### src/rtl/enc_req_arbiter.sv
// enc_req_arbiter
// Shares a single block-encryptor core between NUM_REQ requesters using a
// round-robin grant. One 128-bit block is processed per grant; the core inputs
// are held for the whole operation and a watchdog ends a hung operation with an
// error response and a sticky fault flag.
module enc_req_arbiter #(
  parameter int NUM_REQ     = 2,
  parameter int TIMEOUT_CYC = 64
) (
  input  logic                   mclk,
  input  logic                   srst,
  input  logic [NUM_REQ-1:0]     req_valid,
  output logic [NUM_REQ-1:0]     req_ready,
  input  logic [NUM_REQ*128-1:0] req_plaintext,
  input  logic [NUM_REQ*2-1:0]   req_keylen,
  output logic                   start_enc,
  output logic [127:0]           plaintext,
  output logic                   keylength128,
  output logic                   keylength192,
  output logic                   keylength256,
  input  logic                   ciphertext_dv,
  input  logic [127:0]           ciphertext,
  output logic                   rsp_valid,
  input  logic                   rsp_ready,
  output logic [1:0]             rsp_id,
  output logic [127:0]           rsp_ciphertext,
  output logic                   rsp_err,
  output logic                   enc_fault,
  output logic                   busy
);

  localparam int WD_W = $clog2(TIMEOUT_CYC) + 1;

  typedef enum logic [1:0] {
    ST_IDLE   = 2'd0,
    ST_LAUNCH = 2'd1,
    ST_WAIT   = 2'd2,
    ST_RESP   = 2'd3
  } state_t;

  state_t          state_r;
  state_t          state_s;
  logic [1:0]      rr_ptr_r;
  logic [1:0]      rr_next_s;
  logic [1:0]      grant_idx_s;
  logic            grant_found_s;
  logic            grant_ok_s;
  logic            timeout_s;
  logic [3:0]      valid_pad_s;
  logic [2:0]      sum_s;
  logic [127:0]    sel_pt_s;
  logic [1:0]      sel_kl_s;
  logic [WD_W-1:0] wd_cnt_r;

  // Key-length code to one-hot {256,192,128}; the spare code 11 means 128.
  function automatic logic [2:0] decode_keylen(input logic [1:0] kl);
    case (kl)
      2'b01:   return 3'b010;
      2'b10:   return 3'b100;
      default: return 3'b001;
    endcase
  endfunction

  // Round-robin search from rr_ptr, requester data mux and the grant pulse.
  always_comb begin
    valid_pad_s   = 4'(req_valid);
    grant_found_s = 1'b0;
    grant_idx_s   = 2'd0;
    sum_s         = 3'd0;
    sel_pt_s      = 128'd0;
    sel_kl_s      = 2'd0;
    req_ready     = {NUM_REQ{1'b0}};
    for (int k = 0; k < NUM_REQ; k++) begin
      sum_s = {1'b0, rr_ptr_r} + 3'(k);
      if (sum_s >= 3'(NUM_REQ)) begin
        sum_s = sum_s - 3'(NUM_REQ);
      end else begin
        sum_s = sum_s;
      end
      if (!grant_found_s && valid_pad_s[sum_s[1:0]]) begin
        grant_found_s = 1'b1;
        grant_idx_s   = sum_s[1:0];
      end else begin
        grant_found_s = grant_found_s;
      end
    end
    for (int k = 0; k < NUM_REQ; k++) begin
      if (grant_idx_s == 2'(k)) begin
        sel_pt_s = req_plaintext[k*128 +: 128];
        sel_kl_s = req_keylen[k*2 +: 2];
      end else begin
        sel_pt_s = sel_pt_s;
      end
    end
    grant_ok_s = (state_r == ST_IDLE) && !enc_fault && grant_found_s;
    for (int k = 0; k < NUM_REQ; k++) begin
      req_ready[k] = grant_ok_s && (grant_idx_s == 2'(k));
    end
    if (grant_idx_s == 2'(NUM_REQ - 1)) begin
      rr_next_s = 2'd0;
    end else begin
      rr_next_s = grant_idx_s + 2'd1;
    end
    timeout_s = (wd_cnt_r == WD_W'(TIMEOUT_CYC - 1));
  end

  // Next-state decode of the grant / launch / wait / respond sequence.
  always_comb begin
    state_s = state_r;
    case (state_r)
      ST_IDLE: begin
        if (grant_ok_s) state_s = ST_LAUNCH;
        else            state_s = ST_IDLE;
      end
      ST_LAUNCH: state_s = ST_WAIT;
      ST_WAIT: begin
        if (ciphertext_dv)  state_s = ST_RESP;
        else if (timeout_s) state_s = ST_RESP;
        else                state_s = ST_WAIT;
      end
      ST_RESP: begin
        if (rsp_ready) state_s = ST_IDLE;
        else           state_s = ST_RESP;
      end
      default: state_s = ST_IDLE;
    endcase
  end

  // State register, registered status outputs, core drive and response capture.
  always_ff @(posedge mclk) begin
    if (srst) begin
      state_r        <= ST_IDLE;
      rr_ptr_r       <= 2'd0;
      wd_cnt_r       <= {WD_W{1'b0}};
      start_enc      <= 1'b0;
      rsp_valid      <= 1'b0;
      busy           <= 1'b0;
      plaintext      <= 128'd0;
      keylength128   <= 1'b0;
      keylength192   <= 1'b0;
      keylength256   <= 1'b0;
      rsp_id         <= 2'd0;
      rsp_ciphertext <= 128'd0;
      rsp_err        <= 1'b0;
      enc_fault      <= 1'b0;
    end else begin
      state_r   <= state_s;
      start_enc <= (state_s == ST_LAUNCH);
      rsp_valid <= (state_s == ST_RESP);
      busy      <= (state_s != ST_IDLE);
      case (state_r)
        ST_IDLE: begin
          if (grant_ok_s) begin
            plaintext <= sel_pt_s;
            {keylength256, keylength192, keylength128} <= decode_keylen(sel_kl_s);
            rsp_id    <= grant_idx_s;
            rr_ptr_r  <= rr_next_s;
          end
        end
        ST_LAUNCH: wd_cnt_r <= {WD_W{1'b0}};
        ST_WAIT: begin
          wd_cnt_r <= wd_cnt_r + {{(WD_W-1){1'b0}}, 1'b1};
          if (ciphertext_dv) begin
            rsp_ciphertext <= ciphertext;
            rsp_err        <= 1'b0;
          end else if (timeout_s) begin
            rsp_ciphertext <= 128'd0;
            rsp_err        <= 1'b1;
            enc_fault      <= 1'b1;
          end
        end
        ST_RESP: begin
          if (rsp_ready) begin
            plaintext    <= 128'd0;
            keylength128 <= 1'b0;
            keylength192 <= 1'b0;
            keylength256 <= 1'b0;
          end
        end
        default: wd_cnt_r <= {WD_W{1'b0}};
      endcase
    end
  end

endmodule

### config.mk
export PLATFORM = sky130hd
export DESIGN_NAME = enc_req_arbiter
export DESIGN_NICKNAME = d
export VERILOG_FILES = /design/src/rtl/enc_req_arbiter.sv
export SDC_FILE = /design/constraint.sdc
export NUM_CORES = 1
export LEC_CHECK = 0
export ABC_AREA = 1
export BUFFER_PORTS_ARGS = -buffer_cell sky130_fd_sc_hd__buf_4
export CORE_AREA = 2 2 258 260
export DETAILED_ROUTE_END_ITERATION = 16
export DIE_AREA = 0 0 260 262
export HOLD_SLACK_MARGIN = 0.02
export PLACE_DENSITY = 0.48
export SETUP_SLACK_MARGIN = 0.02
export SYNTH_ARGS = -nofsm -noshare
export SYNTH_HDL_FRONTEND = slang
export SYNTH_SLANG_ARGS = --single-unit
export TNS_END_PERCENT = 50
### constraint.sdc
create_clock -name mclk -period 3 [get_ports mclk]
set_input_delay 0.15 -clock mclk [delete_from_list [all_inputs] [get_ports mclk]]
set_output_delay 0.15 -clock mclk [all_outputs]
set_load 0.01 [all_outputs]
Word-level counts from Yosys, hierarchy flattened. Index checks and enable logic that the tools add are counted.

Register bits after elaboration: 277. Input bits: 394. Output and inout bits: 268. Logic and storage cells: 88.

Add/subtract/negate cells: 5. Magnitude comparators: 4. Equal/unequal tests: 11. Muxes and demuxes: 36. Bitwise operators: 1. Reduce and logical (&&, ||, !) cells: 17.

Operators by type and width (count): 128-bit two-way mux (6); 128-bit one-hot mux with 2 select lines (1); 2-bit two-way mux (8); 7-bit one-hot mux with 2 select lines (1); 1-bit two-way mux (13); 2-bit by 1-bit equality test with 1-bit output, second input constant (4); 2-bit equality test, second input constant (4); 2-bit one-hot mux with 4 select lines (1); 2-bit nonzero test (4); 7-bit by 1-bit adder with 7-bit output, second input constant (1); 7-bit by 6-bit equality test with 1-bit output, second input constant (1); 2-bit by 3-bit less-than comparator with 1-bit output, second input constant (2); 1-bit one-hot mux with 2 select lines (3); 3-bit one-hot mux with 2 select lines (1); 3-bit AND reduction (2); 1-bit logical AND (5); 1-bit binary-select mux with 2-bit select (2); 2-bit logical NOT (2); 2-bit inequality test, second input constant (2); 2-bit AND reduction (2); 2-bit subtractor, second input constant (2); 2-bit by 1-bit adder with 3-bit output, second input constant (1); 3-bit by 2-bit greater-or-equal comparator with 1-bit output, second input constant (1); 2-bit by 1-bit adder with 2-bit output, second input constant (1); other kinds (3) (4).

Depth between registers and ports, before layout. Gate-level depths: netlist of the first run.

Word-level depth: 15. Mapped depth: 11. Mapped depth without buffers: 10.

Least setup slack after synthesis of the first run. OpenSTA, ideal clock, no wires.

Path type: register -> register. Start point: register rr_ptr_r[0]. End point: register keylength128. Library setup time: 70 ps. Data arrival time: 1488 ps. Data required time: 2930 ps. Slack: 1441 ps. Cell stages (with the launch flop): 11. Buffers on the path: 1. Period minus slack after synthesis: 1559 ps. Cell sequence: dfxtp_1 > inv_1 > nand2_2 > nand2_1 > buf_2 > inv_1 > o21ai_0 > inv_1 > ha_1 > nand3_1 > a21oi_1.

Longest elaborated chain between the ends: 15. Elaborated cells on any way between the ends: 29. Classes of those cells: 3 x add/sub; 2 x order compare; 4 x eq/ne; 15 x mux; 5 x reduce/logical.

Ends and longest elaborated chain: start, declared (line 43) `logic [1:0] rr_ptr_r;`; start signal, assigned (line 157) `rr_ptr_r <= rr_next_s;`; parallel branches: the longest is 15 deep, another holds 2-bit by 1-bit adder with 3-bit output; end signal, assigned (line 155) `{keylength256, keylength192, keylength128} <= decode_keylen(sel_kl_s);`; end, declared (line 18) `output logic keylength128,`.

Several ways; the timed one is not identified. The select of a mux whose other input is x is not followed. A chain may end at the register's enable or synchronous reset.

Worst setup path after layout of the first run.
Start point: register state_r[0]. End point: register rsp_ciphertext[51].

Longest elaborated chain between the ends: 2.

Ends and longest elaborated chain: start, declared (line 41) `state_t state_r;`; start signal, assigned (line 147) `state_r <= state_s;`; 2-bit equality test (line 151) `case (state_r)`; 2-bit AND reduction (no source line); end signal, assigned (line 164) `rsp_ciphertext <= ciphertext;`; end, declared (line 26) `output logic [127:0] rsp_ciphertext,`.

Every way passes these cells.

==> flow_summary.toml, run 1 <==
[synthesis]
synth_seq_cells = 277
yosysUniqueCellTypes = 28
synth.avg_cell_area_um2 = 6.87
synthCells = 1972
synth_area_leaders = "dfxtp_1, nand3_1, nand2_1"
synth_ff_type = "dfxtp_1"
seq_area_frac_synth_pct = 40.9
synth_area_um2 = 13600
yosysTopAreaCellShare_pct = 40.9
yosys_warnings = 0
synth-edff-count = 0
synthArstFlopShare_pct = 0
synth.net_count = 2373
yosys.area.top_type = "dfxtp_1"

[cts]
hold_buffers = 133
post_cts_resized = 0
cts.path.max_buffers = 3
cts_buffers = 35
cts_tree = "done"
root_buffer = "clkbuf_16"
postCtsSetupRepairBufs = 0
cts_sinks = 277
clock_latency_ns = 0.55
ctsHtreeMaxLevel = 2
clk_pin_slew_ns = 0.06

[global_routing]
grt_max_degree = 138
grt_pass1_vias = 15700
grt_first_pass_wirelength_mm = 95.3
grt-ovfl-total = 0
grt_antenna_before_repair = 12
grt_use_total_pct = 18.2

[timing]
setup_viol = 0
layout_setup_ws_ns = 0.596
tightestPinTransition_ns = 0.909
relSlewSlack_pct = 39.2
hold_viol = 0
fin_worst_skew_ns = 0.0112
finalCriticalPeriod_ns = 2.40
fin_crit_sh_pct = 80.1
slew_viol_final = 0
setup_tns_ns = 0
fmax_mhz = 416
rsz0062_at_grt = "no"

[final_layout]
fin_nets = 3055
multi_input_area_um2 = 6560
stdcell_area_um2 = 21700
seqCellArea_um2 = 5550
final_common_cell = "buf_4"
fillers = 7034
post-route-util_pct = 33.2
final_cell_mix = "buf_4, nand2_1, nand3_1, dfxtp_1, a21oi_1"
syn2layout_area_growth_pct = 60.1
drive_above_1_share_pct = 28.4

[route]
route.detailed.drc = 0
via_count = 16200
dr.pass1.iters = 6
post_drt_wl_per_cell_um = 18.6
viasPerCell = 4.55
drt_iter0_drc = 864
routed_wl_mm = 66.0
ant_nets = 0

[pwr]
peakVddDrop_mv = 0.483
clkPwrFrac_pct = 26.7
seqPwrFrac_pct = 31.7
combPwrFrac_pct = 41.6
swShare_pct = 37.7
p_per_area_nw_per_um2 = 777
switchingPower_mw = 6.36
fin_total_pwr_mw = 16.9
intPower_mw = 10.5
power_leakage_nw = 10.5

[critical_path]
critPathLaunch = "state_r[0]"
critPathMaxFanout = 58
reg2reg_setup_slack_ns = 0.60
critPathArrivalTime_ns = 2.81
reg2reg_depth = 8
critPathMaxStageDelay_ns = 0.70
start_kind = "flip-flop"
slowest_stage = "nand4_1"
cp-endpoint = "rsp_ciphertext[51]"
worst_r2r_startpoint = "state_r[0]"
crit_path_frequent_cell = "inv_1"
path_class = "reg2reg"
cp_data_required_time_ns = 3.40
cp_cell_sequence = "inv_1, ha_1, inv_1, nor2_1, nand4_1, buf_12, nand3_1, a21oi_1"
reg2reg_to = "rsp_ciphertext[51]"
worstSetupEndpointType = "flip-flop"

[floorplan]
fp.dieH_um = 262
core-area_um2 = 65300
io_pins = 662
die_w_um = 260
start_util_pct = 20.8
fp.dieArea_um2 = 68100
fp-row-count = 94

[min_path]
worstHoldStart = "req_plaintext[13]"
hp-class = "in2reg"

[place]
hpwl_mm = 48.0
gp_congestion = 0.925
portBuffers = 661
pre_cts_slack_ns = 0.526
postPlaceCellArea_um2 = 19100

[job]
maxCapViolCount = 0

[status]
status = "finished, final reports clean"
## per-stage QoR
| stage | hold slack, ns | instances |
|---|---|---|
| 2_1_floorplan | 0.297 | 1972 |
| 3_3_place_gp | 0.417 | 3348 |
| 3_5_place_dp | 0.418 | 3348 |
| 4_1_cts | 0.0203 | 3543 |
| 5_1_grt | 0.0440 | 3548 |
| 6_report | 0.0475 | 3549 |
## synth_stat cells, types with 6 or more instances
cell type and count:
buf_1 19, a21oi_1 263, clkbuf_1 75, nor2_1 148
nand2_1 402, nand3b_1 128, nand3_1 390, inv_1 149
ha_1 7, buf_4 7, o21ai_0 6, buf_6 15
buf_2 66, dfxtp_1 277
## how the worst min path moves through the flow
| stage | to | slack (ns) | depth (start not counted) |
|---|---|---|---|
| final | plaintext[13] | 0.05 | 7 |
| after global routing | plaintext[28] | 0.04 | 7 |
| after CTS | plaintext[13] | 0.02 | 7 |
| after detailed placement | rsp_ciphertext[35] | 0.42 | 3 |
| after global placement | rsp_ciphertext[121] | 0.42 | 3 |
| after floorplan | rsp_ciphertext[0] | 0.30 | 2 |
## cell type report
class                   count  area share [%]
multi-input cells        1360            30.2
flip-flops and latches    277            25.6
repair buffers            828            30.9
clock buffers              53            4.86
diodes                      6          0.0692
inverters                 152            2.70
well taps                 864            4.98
clock inverters             9           0.750
## worst max-delay path: cells and delay by family, from the launching register on
kind                       cells  cell delay [ns]
and+or+nand+nor                3             0.92
buffers and inverters          3             0.68
DFF                            1             0.32
adders and majority gates      1             0.22
AOI/OAI and AO/OA              1             0.07
## cell families (layout without fill, tap and decap cells)
logic type	count (synthesis)	in the layout	share of synthesized area (%)
compound gates	273	273	10.1
xor+xnor	2	2	0.129
fa+ha+maj	7	7	0.646
buf+inv	335	1042	10.9
flops	277	277	40.9
other cells	0	6	0
simple gates	1078	1078	37.2
## power by group through the flow
stage	registers [mW]	clock network (mW)	logic [mW]
CTS	5.35	4.65	7.12
finish	5.35	4.51	7.01
global route	5.46	4.80	7.76
floorplan	5.76	0	3.44
global placement	5.37	0	6.89
detailed placement	5.41	0	6.96
## layer usage
metal | vias to the layer above | global-route usage, % | share of wire (%)
met5 | - | 0 | 0.020
met4 | 2 | 9.04 | 4.5
met3 | 118 | 6.31 | 9.0
met2 | 633 | 31.9 | 49
met1 | 7584 | 19.4 | 37
li1 | 7820 | - | -
## registers in the layout, indices dropped and copies added, names as in the netlist
register / cells
state_r: 2
rr_ptr_r: 2
busy: 1
rsp_err: 1
keylength192: 1
keylength128: 1
start_enc: 1
wd_cnt_r: 7
rsp_ciphertext: 128
enc_fault: 1
keylength256: 1
rsp_id: 2
rsp_valid: 1
plaintext: 128
Power figures use the tool's default switching activity.
==> run 2, diff against run 1 <==
ABC_AREA = 0   (was 1)
CORE_AREA = 2 2 260 262   (was 2 2 258 260)
DIE_AREA = 0 0 262 264   (was 0 0 260 262)
PLACE_DENSITY = 0.47   (was 0.48)
clock period = 2.1 ns   (was 3 ns; I/O delays follow)
==> flow_summary.toml, run 2 <==
[status]
status = "finished, final reports clean"

[global_routing]
grt_use_total_pct = 15.9
grt_antenna_before_repair = 2
grt_max_degree = 146
grt-ovfl-total = 0
grt_first_pass_wirelength_mm = 86.5
grt_pass1_vias = 15200

[pwr]
peakVddDrop_mv = 0.604
seqPwrFrac_pct = 33.0
clkPwrFrac_pct = 32.8
switchingPower_mw = 6.59
power_leakage_nw = 9.80
combPwrFrac_pct = 34.2
p_per_area_nw_per_um2 = 869
swShare_pct = 33.7
intPower_mw = 13.0
fin_total_pwr_mw = 19.6

[floorplan]
die_w_um = 262
io_pins = 662
start_util_pct = 18.3
fp-row-count = 95
fp.dieH_um = 264
core-area_um2 = 66600
fp.dieArea_um2 = 69200

[timing]
rsz0062_at_grt = "no"
relSlewSlack_pct = 58.8
slew_viol_final = 0
fin_worst_skew_ns = 0.0266
setup_viol = 0
fmax_mhz = 508
tightestPinTransition_ns = 0.618
fin_crit_sh_pct = 93.7
finalCriticalPeriod_ns = 1.97
hold_viol = 0
setup_tns_ns = 0

[synthesis]
synthArstFlopShare_pct = 0
synth-edff-count = 0
yosys_warnings = 0
synth_ff_type = "dfxtp_1"
yosys.area.top_type = "dfxtp_1"
synthTopCellsByCount = "dfxtp_1, nor2_1, a21oi_1"
seq_area_frac_synth_pct = 45.6
synth_seq_cells = 277
yosysTopAreaCellShare_pct = 45.6
yosysMostFrequentCell = "dfxtp_1"
synth.avg_cell_area_um2 = 8.55
synth_area_um2 = 12200
synthCells = 1422
synth.net_count = 1823
synth_area_leaders = "dfxtp_1, a22oi_1, a21boi_0"
yosysUniqueCellTypes = 44

[critical_path]
critPathMaxFanout = 6
path_class = "reg2out"
start_kind = "flip-flop"
critPathArrivalTime_ns = 1.86
cp_data_required_time_ns = 2.00
worstSetupEndpointType = "primary output"

[final_layout]
top_regs = "plaintext x128, rsp_ciphertext x128, wd_cnt_r x7"
final_cell_mix = "buf_4, dlygate4sd3_1, dfxtp_1, nor2_1, a21oi_1"
fin_nets = 2712
seqCellArea_um2 = 5550
drive_above_1_share_pct = 33.7
syn2layout_area_growth_pct = 85.1
fillers = 6846
multi_input_area_um2 = 5910
final_common_cell = "buf_4"

[route]
post_drt_wl_per_cell_um = 18.2
drt_iter0_drc = 797
viasPerCell = 4.52
dr.pass1.iters = 5
route.detailed.drc = 0
routed_wl_mm = 58.5
via_count = 14500
ant_nets = 0

[cts]
cts_sinks = 277
ctsHtreeMaxLevel = 2
root_buffer = "clkbuf_16"
cts_tree = "done"
clock_latency_ns = 0.56
cts_buffers = 36
cts.path.max_buffers = 3
clk_pin_slew_ns = 0.05

[job]
maxCapViolCount = 0

[place]
hpwl_mm = 39.8
portBuffers = 661
gp_congestion = 0.814

[min_path]
hp-class = "in2reg"
[run 2: power by group through the flow]
stage / registers (mW) / logic (mW) / clock network [mW]
2_1_floorplan: 6.81 / 2.82 / 0
3_3_place_gp: 6.54 / 6.10 / 0
3_5_place_dp: 6.55 / 6.15 / 0
4_1_cts: 6.46 / 6.72 / 6.67
5_1_grt: 6.54 / 7.28 / 6.86
6_report: 6.46 / 6.69 / 6.41
[run 2: path summary, 6_finish.rpt]
kind | start | to | slack [ns] | depth (start not counted)
setup reg to reg | wd_cnt_r[0] | enc_fault | 0.16 | 6
setup / recovery | state_r[0] | req_ready[0] | 0.13 | 6
hold / removal | req_plaintext[44] | plaintext[44] | 0.06 | 4
hold reg to reg | plaintext[37] | plaintext[37] | 0.47 | 2
[run 2: critical path: stages, from the launching register on]
cell	delay [ns]
dfxtp_1	0.33
inv_2	0.10
ha_4	0.15
nand2b_4	0.09
or3_4	0.36
a21oi_4	0.13
buf_6	0.14
[run 2: timing repair]
item / in CTS / in global routing
hold buffers: 310 / 0
hold endpoints to repair: 241 / 0
setup endpoints to repair: 1 / 9
pin swaps: 1 / 0
buffers inserted: 1 / 2
cloned: 0 / 0
gates resized for setup: 8 / 3
[run 2: logic make-up (layout without fill, tap and decap cells)]
kind of cell	Yosys count	count (layout)	share of synthesized area [%]
flops	277	277	45.6
compound gates	660	660	34.2
buf+inv	175	1092	6.34
other cells	0	2	0
simple gates	295	295	12.5
mux	3	3	0.268
xor+xnor	5	5	0.360
fa+ha+maj	7	7	0.720
[run 2: cell type report]
class | instances | share of cell area (%)
Timing Repair Buffer | 1017 | 38.5
Inverter | 9 | 0.150
Clock inverter | 16 | 0.890
Multi-Input combinational cell | 970 | 26.2
Antenna cell | 2 | 0.0222
Clock buffer | 50 | 4.68
Tap cell | 873 | 4.85
Sequential cell | 277 | 24.6
[run 2: metrics by stage]
step | cell area (um^2) | hold slack (ns) | util, % | setup slack [ns] | std cells
2_1_floorplan | 12200 | 0.268 | - | 0.348 | 1422
3_5_place_dp | 18100 | 0.359 | 27.2 | 0.122 | 2833
3_3_place_gp | 18100 | 0.351 | 27.2 | 0.176 | 2833
5_1_grt | 22500 | 0.0441 | 33.8 | 0.0279 | 3212
4_1_cts | 22500 | 0.0201 | 33.8 | 0.0407 | 3210
6_report | 22500 | 0.0577 | 33.8 | 0.132 | 3214
[run 2: layer usage]
metal,global-route usage [%],part of all wire (%),wire length [um]
met2,27.6,48,28100
met4,6.38,3.8,2220
met5,0,0.012,7
met1,18.0,40,23200
met3,4.85,8.4,4920
==> run 3, diff against run 2 <==
CELL_PAD_IN_SITES_DETAIL_PLACEMENT = 0   (was default)
CELL_PAD_IN_SITES_GLOBAL_PLACEMENT = 1   (was default)
PLACE_DENSITY = 0.6   (was 0.47)
==> flow_summary.toml, run 3 (synthesized netlist as in run 2, its figures left out) <==
[timing]
fmax_mhz = 503
finalCriticalPeriod_ns = 1.99
whs_ns = 0.0502
setup_viol = 0
hold_viol = 0
fin_worst_skew_ns = 0.0248
setup_tns_ns = 0
layout_setup_ws_ns = 0.110
relSlewSlack_pct = 61.4
slew_viol_final = 0
tightestPinTransition_ns = 0.579
fin_crit_sh_pct = 94.7
rsz0062_at_grt = "yes"

[place]
hpwl_mm = 41.7
pre_cts_slack_ns = 0.130
portBuffers = 661
gp_congestion = 0.835

[floorplan]
fp.dieArea_um2 = 69200
core-area_um2 = 66600
fp-row-count = 95
die_w_um = 262
io_pins = 662
start_util_pct = 18.3
fp.dieH_um = 264

[route]
viasPerCell = 4.52
drt_iter0_drc = 726
route.detailed.drc = 0
post_drt_wl_per_cell_um = 19.3
ant_nets = 0
routed_wl_mm = 60.7
dr.pass1.iters = 5
via_count = 14300

[final_layout]
fin_nets = 2654
final_cell_mix = "buf_4, dfxtp_1, dlygate4sd3_1, nor2_1, a21oi_1"
syn2layout_area_growth_pct = 80.4
seqCellArea_um2 = 5550
drive_above_1_share_pct = 34.4
top_regs = "plaintext x128, rsp_ciphertext x128, wd_cnt_r x7"
final_common_cell = "buf_4"
n_antenna_cell = 0
multi_input_area_um2 = 5890
fillers = 6937

[cts]
root_buffer = "clkbuf_16"
ctsHtreeMaxLevel = 2
clk_pin_slew_ns = 0.06
cts.path.max_buffers = 3
cts_tree = "done"
cts_sinks = 277
clock_latency_ns = 0.55
cts_buffers = 36

[pwr]
combPwrFrac_pct = 33.9
power_leakage_nw = 9.56
switchingPower_mw = 6.61
seqPwrFrac_pct = 32.7
swShare_pct = 33.5
fin_total_pwr_mw = 19.7
peakVddDrop_mv = 0.679
clkPwrFrac_pct = 33.4
intPower_mw = 13.1
p_per_area_nw_per_um2 = 900

[global_routing]
grt_antenna_before_repair = 5
grt_first_pass_wirelength_mm = 87.9
grt_use_total_pct = 16.4
grt-ovfl-total = 0
grt_max_degree = 159
grt_pass1_vias = 14500

[critical_path]
worstSetupEndpointType = "primary output"
critPathTopFamily = "simple AND/OR/NAND/NOR gates"
critPathMaxFanout = 4
critPathArrivalTime_ns = 1.88
start_kind = "flip-flop"
cp_cell_sequence = "inv_2, ha_4, nand2b_4, or3_4, a21oi_2, buf_6, buf_4"
path_buf_inv = 3
cp_data_required_time_ns = 2.00
slowest_stage = "dfxtp_2"
critPathMaxStageDelay_ns = 0.34
path_class = "reg2out"

[job]
maxCapViolCount = 0

[status]
status = "finished, final reports clean"

[min_path]
hp-class = "in2reg"
-- run 3: cell count changes in the layout (fill, tap and decap cells not counted), sizes merged --
| cell | previous run | this run |
|---|---|---|
| dlygate4sd3 | 310 | 252 |
| bufinv | 2 | 5 |
| clkinv | 11 | 7 |
| buf | 706 | 705 |
| inv | 10 | 12 |
| clkbuf | 51 | 50 |
| diode | 2 | 0 |
| clkinvlp | 2 | 1 |
-- run 3: area by class of cell --
cell class                      instances  area share, %
Timing Repair Buffer                  959           37.0
Multi-Input combinational cell        970           26.9
Sequential cell                       277           25.3
Tap cell                              873           4.98
Clock buffer                           48           4.59
Clock inverter                         16           1.10
Inverter                                9          0.154
-- run 3: repair_timing --
item,CTS,global route
setup buffers,4,2
pin swaps,1,1
gates cloned,0,1
setup endpoints to repair,1,2
hold buffers,252,0
gates resized for setup,9,0
endpoints found under the hold margin,207,0
-- run 3: through the flow --
step,cell area [um^2],utilization (%),cells
floorplan,12200,-,1422
global placement,18100,27.1,2829
detailed placement,18100,27.1,2829
CTS,21900,32.9,3149
global route,21900,32.9,3152
finish,21900,32.9,3152
-- run 3: final timing paths --
kind	from	end	slack [ns]	cells past startpoint
worst max-delay path	state_r[1]	req_ready[0]	0.11	7
worst min-delay path	req_plaintext[44]	plaintext[44]	0.05	4
worst max register to register	state_r[0]	rsp_ciphertext[87]	0.17	9
worst min register to register	plaintext[33]	plaintext[33]	0.47	2
-- run 3: per-layer routing --
metal / global-route usage (%) / routed length, um / vias to the layer above
li1: - / - / 6836
met1: 18.4 / 23700 / 6719
met2: 28.4 / 29100 / 569
met3: 5.55 / 5640 / 116
met4: 6.02 / 2180 / 10
met5: 0 / 70 / -
-- run 3: power groups by stage --
| stage | registers (mW) | logic (mW) | clock network [mW] |
|---|---|---|---|
| CTS | 6.45 | 6.77 | 6.82 |
| detailed placement | 6.54 | 6.27 | 0 |
| global placement | 6.53 | 6.22 | 0 |
| floorplan | 6.81 | 2.82 | 0 |
| global route | 6.53 | 7.27 | 7.04 |
| finish | 6.45 | 6.68 | 6.60 |
-- run 3: tightest hold or removal path: cells and delay by family --
| kind | cells | cell delay [ns] |
|---|---|---|
| AO/OA/AOI/OAI | 3 | 0.32 |
| buffers and inverters | 1 | 0.10 |
